--- src/rtl/line_motion_ctrl.sv ---
// rtl/line_motion_ctrl.sv - head motion, turn pulse, progress and game-state control for the line game
module line_motion_ctrl #(
  parameter logic [15:0] START_X  = 16'd336,
  parameter logic [15:0] START_Y  = 16'd240,
  parameter logic [15:0] SCREEN_X = 16'd320,
  parameter logic [15:0] SCREEN_Y = 16'd240,
  parameter logic [15:0] STEP     = 16'd2,
  parameter int          PROG_DIV = 6
) (
  input  logic        clk,
  input  logic        reset,
  input  logic        frame_tick,
  input  logic        btn,
  input  logic        hit,
  output logic [15:0] head_x,
  output logic [15:0] head_y,
  output logic [15:0] scroll_x_in,
  output logic [15:0] scroll_y_in,
  output logic        press,
  output logic [9:0]  progress,
  output logic        tips_display,
  output logic        tips_display_over,
  output logic        win
);

  localparam int FW = (PROG_DIV > 1) ? $clog2(PROG_DIV) : 1;
  localparam logic [FW-1:0] FCNT_LAST = FW'(PROG_DIV - 1);
  localparam logic [9:0] PROG_MAX = 10'd999;

  typedef enum logic [1:0] {IDLE, RUN, OVER, WIN} state_t;

  state_t        state, state_n;
  logic          btn_d;
  logic          dir, dir_n;
  logic [FW-1:0] fcnt, fcnt_n;
  logic [9:0]    prog_n;
  logic [15:0]   hx_n, hy_n;
  logic          press_n;
  logic          edge_det;

  assign edge_det = btn & ~btn_d;

  // State register; reset overrides everything, including mid-run.
  always_ff @(posedge clk) begin
    if (reset) state <= IDLE;
    else       state <= state_n;
  end

  // Next-state and next-datapath values; a terminating tick wins over a turn.
  always_comb begin
    state_n = state;
    dir_n   = dir;
    fcnt_n  = fcnt;
    prog_n  = progress;
    hx_n    = head_x;
    hy_n    = head_y;
    press_n = 1'b0;
    case (state)
      IDLE: begin
        if (edge_det) state_n = RUN;
      end
      RUN: begin
        if (frame_tick) begin
          if (hit) begin
            state_n = OVER;
          end else begin
            if (dir) hy_n = head_y - STEP;
            else     hx_n = head_x + STEP;
            if (fcnt == FCNT_LAST) begin
              fcnt_n = '0;
              if (progress != PROG_MAX) prog_n = progress + 10'd1;
              if (prog_n == PROG_MAX) state_n = WIN;
            end else begin
              fcnt_n = fcnt + FW'(1);
            end
          end
        end
        if (edge_det && (state_n == RUN)) begin
          dir_n   = ~dir;
          press_n = 1'b1;
        end
      end
      OVER, WIN: begin
        if (edge_det) begin
          state_n = IDLE;
          hx_n    = START_X;
          hy_n    = START_Y;
          dir_n   = 1'b0;
          fcnt_n  = '0;
          prog_n  = '0;
        end
      end
      default: state_n = IDLE;
    endcase
  end

  // Datapath and output registers; scroll is derived from the next head so both update together.
  always_ff @(posedge clk) begin
    if (reset) begin
      btn_d             <= btn;
      dir               <= 1'b0;
      fcnt              <= '0;
      progress          <= '0;
      head_x            <= START_X;
      head_y            <= START_Y;
      scroll_x_in       <= START_X - SCREEN_X + 16'd1;
      scroll_y_in       <= START_Y - SCREEN_Y + 16'd1;
      press             <= 1'b0;
      tips_display      <= 1'b1;
      tips_display_over <= 1'b0;
      win               <= 1'b0;
    end else begin
      btn_d             <= btn;
      dir               <= dir_n;
      fcnt              <= fcnt_n;
      progress          <= prog_n;
      head_x            <= hx_n;
      head_y            <= hy_n;
      scroll_x_in       <= hx_n - SCREEN_X + 16'd1;
      scroll_y_in       <= hy_n - SCREEN_Y + 16'd1;
      press             <= press_n;
      tips_display      <= (state_n == IDLE);
      tips_display_over <= (state_n == OVER) || (state_n == WIN);
      win               <= (state_n == WIN);
    end
  end

endmodule
--- config.mk ---
export PLATFORM = sky130hd
export DESIGN_NAME = line_motion_ctrl
export DESIGN_NICKNAME = d
export VERILOG_FILES = /design/src/rtl/line_motion_ctrl.sv
export SDC_FILE = /design/constraint.sdc
export NUM_CORES = 1
export LEC_CHECK = 0
export CORE_ASPECT_RATIO = 1.5
export CORE_MARGIN = 2
export CORE_UTILIZATION = 52
export CTS_CLUSTER_SIZE = 16
export DETAILED_ROUTE_END_ITERATION = 7
export PLACE_DENSITY = 0.77
export SYNTH_ARGS = -nofsm -noshare
export SYNTH_HDL_FRONTEND = slang
export SYNTH_SLANG_ARGS = --single-unit
--- constraint.sdc ---
create_clock -name clk -period 3.22 [get_ports clk]
set_input_delay 0.644 -clock clk [delete_from_list [all_inputs] [get_ports clk]]
set_output_delay 0.644 -clock clk [all_outputs]
set_load 0.03 [all_outputs]
# Word level (Yosys, flattened, before mapping)
# Cells that the tools add are included.
[word_totals]
register_bits = 85
latchBits = 0
mem_bits_rw = 0
romBits = 0
inputBits = 5
out_inout_bits = 78
memories = 0
[classes]
addsub = 8
multipliers = 0
div = 0
order_cmp = 0
n_eq_ne = 14
n_shift = 0
mux = 37
bitwise_logic = 4
n_reduce_logical = 10
[op_table]
columns = ["op", "count"]
rows = [
  ["$mux 16", 8],
  ["$mux 10", 9],
  ["$pmux 16 s2", 2],
  ["$add 16x1->16 const B", 2],
  ["$pmux 10 s2", 1],
  ["$add 16x2->16 const B", 1],
  ["$sub 16x2->16 const B", 1],
  ["$sub 16x8->16 const B", 1],
  ["$sub 16x9->16 const B", 1],
  ["$mux 2", 7],
  ["$mux 3", 4],
  ["$add 10x1->10 const B", 1],
  ["$eq 10x10->1 const B", 1],
  ["$ne 10x10->1 const B", 1],
  ["$ne 2x2->1 const B", 5],
  ["$eq 2x2->1 const B", 4],
  ["$pmux 2 s3", 1],
  ["$pmux 3 s2", 1],
  ["$reduce_and 5->1", 1],
  ["$eq 2x1->1 const B", 2],
  ["$logic_not 2->1", 2],
  ["$reduce_and 4->1", 1],
  ["$reduce_or 2->1", 2],
  ["$add 3x1->3 const B", 1],
  ["other kinds (9)", 13],
]

# Logic depth before layout (Yosys ltp)
# Gate-level depths: netlist of the first run.
[depth]
depth_word = 16
ltp_mapped = 14

# Worst setup path before layout of the first run
# No wires, ideal clock.
[synth_path]
kind = "in2reg"
startpoint = "input btn"
endpoint = "register scroll_x_in[14]"
setup_time_ns = 0.128
arrival_ns = 2.871
required_ns = 3.092
slack_ns = 0.221
path_stages = 13
cell_sequence = "nand3b_1 -> clkbuf_1 -> clkbuf_1 -> buf_1 -> o211ai_1 -> nand2_1 -> ha_1 -> inv_1 -> a221oi_2 -> a211oi_2 -> o2111ai_1 -> xnor2_1 -> nor2_1"
[synth_via]
elab_chain_len = 5
[synth_rtl]
columns = ["element", "line", "text"]
rows = [
  ["start, declared", "13", "input logic btn,"],
  ["$and 1x1->1", "41", "assign edge_det = btn & ~btn_d;"],
  ["$mux 16", "84", "if (edge_det) begin"],
  ["$pmux 16 s2", "58", "case (state)"],
  ["named net hx_n[1]", "37", "logic [15:0] hx_n, hy_n;"],
  ["$sub 16x9->16", "119", "scroll_x_in <= hx_n - SCREEN_X + 16'd1;"],
  ["$add 16x1->16", "119", ""],
  ["end signal, assigned", "106", "scroll_x_in <= START_X - SCREEN_X + 16'd1;"],
  ["end signal, assigned", "119", ""],
  ["end, declared", "17", "output logic [15:0] scroll_x_in,"],
]
# The timed path passes the listed nets, and every way through them passes these cells.
# A chain may end at the register's enable or synchronous reset.

# Final worst setup path of the first run
[layout_path]
startpoint = "input frame_tick"
endpoint = "register scroll_x_in[15]"
[layout_via]
elab_chain_len = 4
[layout_rtl]
columns = ["element", "line", "text"]
rows = [
  ["start, declared", "12", "input logic frame_tick,"],
  ["$mux 16", "63", "if (frame_tick) begin"],
  ["$pmux 16 s2", "58", ""],
  ["$sub 16x9->16", "119", ""],
  ["$add 16x1->16", "119", ""],
]
# Every way passes these cells.

==> results.toml, run 1 <==
[clocking]
clkTransAtPathRegs_ns = 0.06
numCtsBuffers = 9
cts_tree = "done"
cts_resized = 0
clock_path_buffers = 2
cts_setup_buffers = 0
htree_levels = 3
cts_root_buf = "clkbuf_16"
clock_sinks = 85
clk_latency_ns = 0.35
postCtsHoldBufs = 0

[drt]
vias = 4315
firstDrtPassIters = 4
drt-initial-drc-count = 214
wl_per_cell_um = 15.7
antenna_left = 0
drcViolationCount = 0
routed_wl_mm = 11.7
via_per_inst = 5.79

[setup_path]
crit_type = "in2reg"
critical_path_required_ns = 3.45
start_kind = "input port"
r2r_start = "head_x[1]"
worstPathArrival_ns = 3.23
endpoint_kind = "flip-flop"
r2r_cells = 9
r2r_slack_ns = 0.51
worstPathMaxFanout = 7
r2r_end = "scroll_x_in[15]"

[synthesis]
synth_top_area_share_pct = 39.2
synth.area.top_cells = "dfxtp_1 (39%), nor2_1 (5.2%), nand2_1 (4.9%)"
syn-num-nets = 532
yosysSeqAreaShare_pct = 39.2
synth_warnings = 0
postSynthAreaPerCell_sq_um = 8.31
synthDistinctLibCells = 68
async_reset_ff_share_pct = 0
synth_edf_count = 0
ys.flop_type = "dfxtp_1"
synthCells = 522
ys_ff_latch = 85
yosys.area.top_type = "dfxtp_1"
synth.cell_area_sq_um = 4340

[final_layout]
antenna_cells = 0
postLayoutCellArea_sq_um = 5950
mostFrequentLayoutCell = "dfxtp_1"
final_core_utilization_pct = 73.9
seqCellArea_sq_um = 1700
final_nets = 645
area_growth_pct = 37.1
instances_no_fill = 745
n_fill_cell = 636
drive_gt1_share_pct = 13.8
layout_common_cells = "dfxtp_1 (85), clkdlybuf4s50_1 (81), nor2_1 (60), nand2_1 (57), buf_4 (47)"
multi_input_comb_area_sq_um = 2490

[placed_design]
gp_congestion = 0.903
hpwl_mm = 8.26
dp.cells = 729
io_buffers = 82
post_dp_cell_area_sq_um = 5560

[hold_path]
holdCritStartpoint = "head_y[0]"
hold_depth = 1
hold_path_end = "scroll_y_in[0]"
min_path_type = "reg2reg"

[die]
pin_count = 83
die_w_um = 78.6
die-area_sq_um = 9110
start_util_pct = 53.9
num_rows = 40
fp.dieH_um = 116
core_area_sq_um = 8060

[timing]
slew_viol_final = 0
clock-skew-final_ns = 0.00585
hold_viol = 0
setup_viol = 0
hold_slack_ns = 0.426
max_freq_mhz = 333
post-route-period-util_pct = 93.2
relSlewSlack_pct = 49.6
min_period_ns = 3.00
rsz0062_at_grt = "no"
tightest_slew_ns = 0.754

[global_routing]
grt_max_degree = 59
grtUsageTotal_pct = 26.6
grt_pass1_vias = 4272
antenna_found_initial = 0
grt_remaining_overflow = 0
grt_pass1_wl_mm = 19.3

[power]
p_seq_share_pct = 42.7
power_frac_clock_pct = 53.1
powerDensity_nw_per_um2 = 421
p_switching_uw = 489
intPower_mw = 2.02
power_leakage_nw = 2.30
peakVddDrop_mv = 0.277
power_frac_comb_pct = 4.2
total_power_mw = 2.51
p_sw_share_pct = 19.5

[run_status]
status = "complete, no violations"

[run]
timing.max_cap.violations = 0
-- state kept, by name, summed over array words and instances, names as in the netlist --
signal             cells
head_x                16
tips_display           1
head_y                16
win                    1
state                  2
press                  1
tips_display_over      1
scroll_x_in           16
btn_d                  1
dir                    1
progress              10
scroll_y_in           16
fcnt                   3
-- area by class of cell --
type                            count  area share (%)
Clock buffer                       10            3.85
Sequential cell                    85            28.6
Clock inverter                      6            2.67
Inverter                            9           0.568
Tap cell                          105            2.21
Multi-Input combinational cell    399            41.8
Timing Repair Buffer              131            20.3
-- power by group through the flow --
| stage | Combinational (mW) | Sequential [mW] | Clock, mW |
|---|---|---|---|
| 6_report | 0.106 | 1.07 | 1.33 |
| 5_1_grt | 0.115 | 1.07 | 1.40 |
| 4_1_cts | 0.106 | 1.07 | 1.35 |
| 3_5_place_dp | 0.105 | 1.09 | 0 |
| 3_3_place_gp | 0.103 | 1.09 | 0 |
| 2_1_floorplan | 0.0557 | 1.10 | 0 |
-- worst max-delay path, cell delays in order --
cell and delay (ns):
clkdlybuf4s50_1 0.55, and3b_1 0.34, buf_4 0.18, nand4_1 0.09, mux2i_1 0.21, nor4_1 0.41
buf_4 0.20, nand2_1 0.09, nand4b_1 0.19, mux2_1 0.33
-- worst max path at each step --
stage / from / end / slack (ns) / cells after the start
2_1_floorplan: btn / scroll_x_in[14] / 0.22 / 13
3_3_place_gp: frame_tick / scroll_x_in[15] / 0.009 / 10
3_5_place_dp: frame_tick / scroll_x_in[15] / -0.13 / 10
4_1_cts: frame_tick / scroll_x_in[15] / 0.23 / 10
5_1_grt: frame_tick / scroll_x_in[15] / 0.05 / 10
6_report: frame_tick / scroll_x_in[15] / 0.22 / 10
-- synth_stat cells (all sizes together), types with 7 or more instances --
library cell / n
a21oi: 21
a31oi: 7
and2: 19
and3: 9
buf: 7
clkbuf: 22
dfxtp: 85
inv: 9
mux2: 9
mux2i: 10
nand2: 57
nand3: 15
nand4: 16
nor2: 60
nor3: 20
nor4: 8
o21ai: 26
xnor2: 16
-- routing by layer --
layer,track usage [%],vias to the layer above,routed length (um)
met2,48.1,124,6140
met1,29.2,2056,4670
li1,-,2107,-
met5,0,-,0
met3,4.75,28,544
met4,14.6,0,324
-- metrics by stage --
| stage | setup slack (ns) | setup TNS (ns) |
|---|---|---|
| after CTS | 0.234 | 0 |
| after global placement | 0.00906 | 0 |
| after floorplan | 0.221 | 0 |
| final | 0.220 | 0 |
| after global routing | 0.0548 | 0 |
| after detailed placement | -0.126 | -0.138 |
-- cell families (layout without fill, tap and decap cells) --
family                   Yosys count  after routing  share of synthesized area [%]
flip-flops                        85             85                           39.2
buffers and inverters             38            156                           3.46
adder cells (fa/ha/maj)            5              5                           1.44
XOR/XNOR                          22             22                           4.44
AO/OA/AOI/OAI                     99             99                           15.1
AND/OR/NAND/NOR                  254            254                           31.6
multiplexers                      19             19                           4.73
No activity file was read; power rests on OpenSTA's default activity.
==> run 2: changes to the inputs <==
CTS_BUF_LIST = sky130_fd_sc_hd__clkbuf_16   (was unset)
SLEW_MARGIN = 20   (was unset)
==> run 2 against run 1 <==
Non-clock buffer count is the same; total power shrank 0.12%; first-iteration DRC count is the same; global-route usage is the same; maximum frequency is essentially flat; clock power is essentially flat; critical path depth is the same; die area is the same; sequential cell count is the same; combinational power is essentially flat; sequential share of layout area is the same; via count is essentially flat.
==> results.toml, run 2 (synthesis results as in run 1) <==
[run_status]
status = "complete, no violations"

[setup_path]
worstPathMaxFanout = 7
endpoint_kind = "flip-flop"
worstPathCellList = "clkdlybuf4s50_1 > and3b_1 > buf_4 > nand4_1 > mux2i_1 > nor4_1 > buf_4 > nand2_1 > nand4b_1 > mux2_1"
crit_cells = 10
r2r_cells = 9
crit_type = "in2reg"
critical_path_required_ns = 3.45
worstPathArrival_ns = 3.23
r2r_start = "head_x[1]"
startpoint = "frame_tick"
critPathBufInv = 3
start_kind = "input port"
path_common_cell = "buf_4"
cpPeakStageDelay_ns = 0.55
crit_path_top_delay_cell = "clkdlybuf4s50_1"
crit_family = "simple AND/OR/NAND/NOR gates"

[die]
start_util_pct = 53.9
die_w_um = 78.6
die-area_sq_um = 9110
fp.dieH_um = 116
core_area_sq_um = 8060
num_rows = 40
pin_count = 83

[placed_design]
gp_congestion = 0.903
dp.cells = 729
io_buffers = 82
hpwl_mm = 8.26

[power]
power_leakage_nw = 2.30
total_power_mw = 2.50
peakVddDrop_mv = 0.277
powerDensity_nw_per_um2 = 421

[drt]
vias = 4313
wl_per_cell_um = 15.7
via_per_inst = 5.79
drcViolationCount = 0
antenna_left = 0
routed_wl_mm = 11.7
drt-initial-drc-count = 214
firstDrtPassIters = 4

[clocking]
postCtsHoldBufs = 0
clock_sinks = 85
cts_resized = 0
clock_path_buffers = 2
clk_latency_ns = 0.35
htree_levels = 3
cts_tree = "done"
cts_root_buf = "clkbuf_16"
clkTransAtPathRegs_ns = 0.06
numCtsBuffers = 9
cts_setup_buffers = 0

[timing]
slew_viol_final = 0
max_freq_mhz = 333
clock-skew-final_ns = 0.00584
post-route-period-util_pct = 93.2
hold_slack_ns = 0.426
rsz0062_at_grt = "no"
setup_viol = 0
hold_viol = 0
tightest_slew_ns = 0.754
relSlewSlack_pct = 49.7
min_period_ns = 3.00

[global_routing]
antenna_found_initial = 0
grt_remaining_overflow = 0
grt_pass1_wl_mm = 19.3
grtUsageTotal_pct = 26.6
grt_max_degree = 59
grt_pass1_vias = 4272

[run]
timing.max_cap.violations = 0

[final_layout]
layout_common_cells = "dfxtp_1 (85), clkdlybuf4s50_1 (81), nor2_1 (60), nand2_1 (57), buf_4 (47)"
area_growth_pct = 37.1
n_fill_cell = 636
instances_no_fill = 745
mostFrequentLayoutCell = "dfxtp_1"
drive_gt1_share_pct = 13.8
final_core_utilization_pct = 73.9
antenna_cells = 0
final_nets = 645

[hold_path]
hold_depth = 1
holdCritStartpoint = "head_y[0]"
min_path_type = "reg2reg"
run 2: cell types whose count changed in the layout (fill, tap and decap cells not counted), sizes merged:
| cell | delta |
|---|---|
| clkbuf | -1 |
| inv | +1 |
run 2: worst paths after layout:
check	slack, ns	endpoint
setup / recovery	0.22	scroll_x_in[15]
hold / removal	0.43	scroll_y_in[0]
setup reg to reg	0.51	scroll_x_in[15]
hold reg to reg	0.43	scroll_y_in[0]
run 2: report_power, final:
group / switching, mW / internal (mW)
clock: 0.416 / 0.913
combinational: 0.0642 / 0.0423
sequential: 0.00926 / 1.06
total: 0.489 / 2.02
run 2: routing by layer:
metal	routed length, um	global-route usage (%)	share of wire [%]
met5	0	0	0
met3	531	4.75	4.5
met1	4680	29.2	40
met2	6140	48.1	53
met4	324	14.6	2.8
run 2: cell type report:
class,instances,area (sq um),area share [%]
sequential,85,1700,28.6
inverter,9,33.8,0.568
clock inverter,7,163,2.73
clock buffer,9,225,3.78
tap,105,131,2.21
multi-input combinational,399,2490,41.8
timing repair buffer,131,1210,20.3
run 2: metrics by stage:
stage / worst slack [ns] / setup TNS, ns / cell area (sq um)
final: 0.220 / 0 / 5950
after global routing: 0.0548 / 0 / 5950
after CTS: 0.234 / 0 / 5950
after floorplan: 0.221 / 0 / 4340
after detailed placement: -0.126 / -0.138 / 5560
after global placement: 0.00906 / 0 / 5560
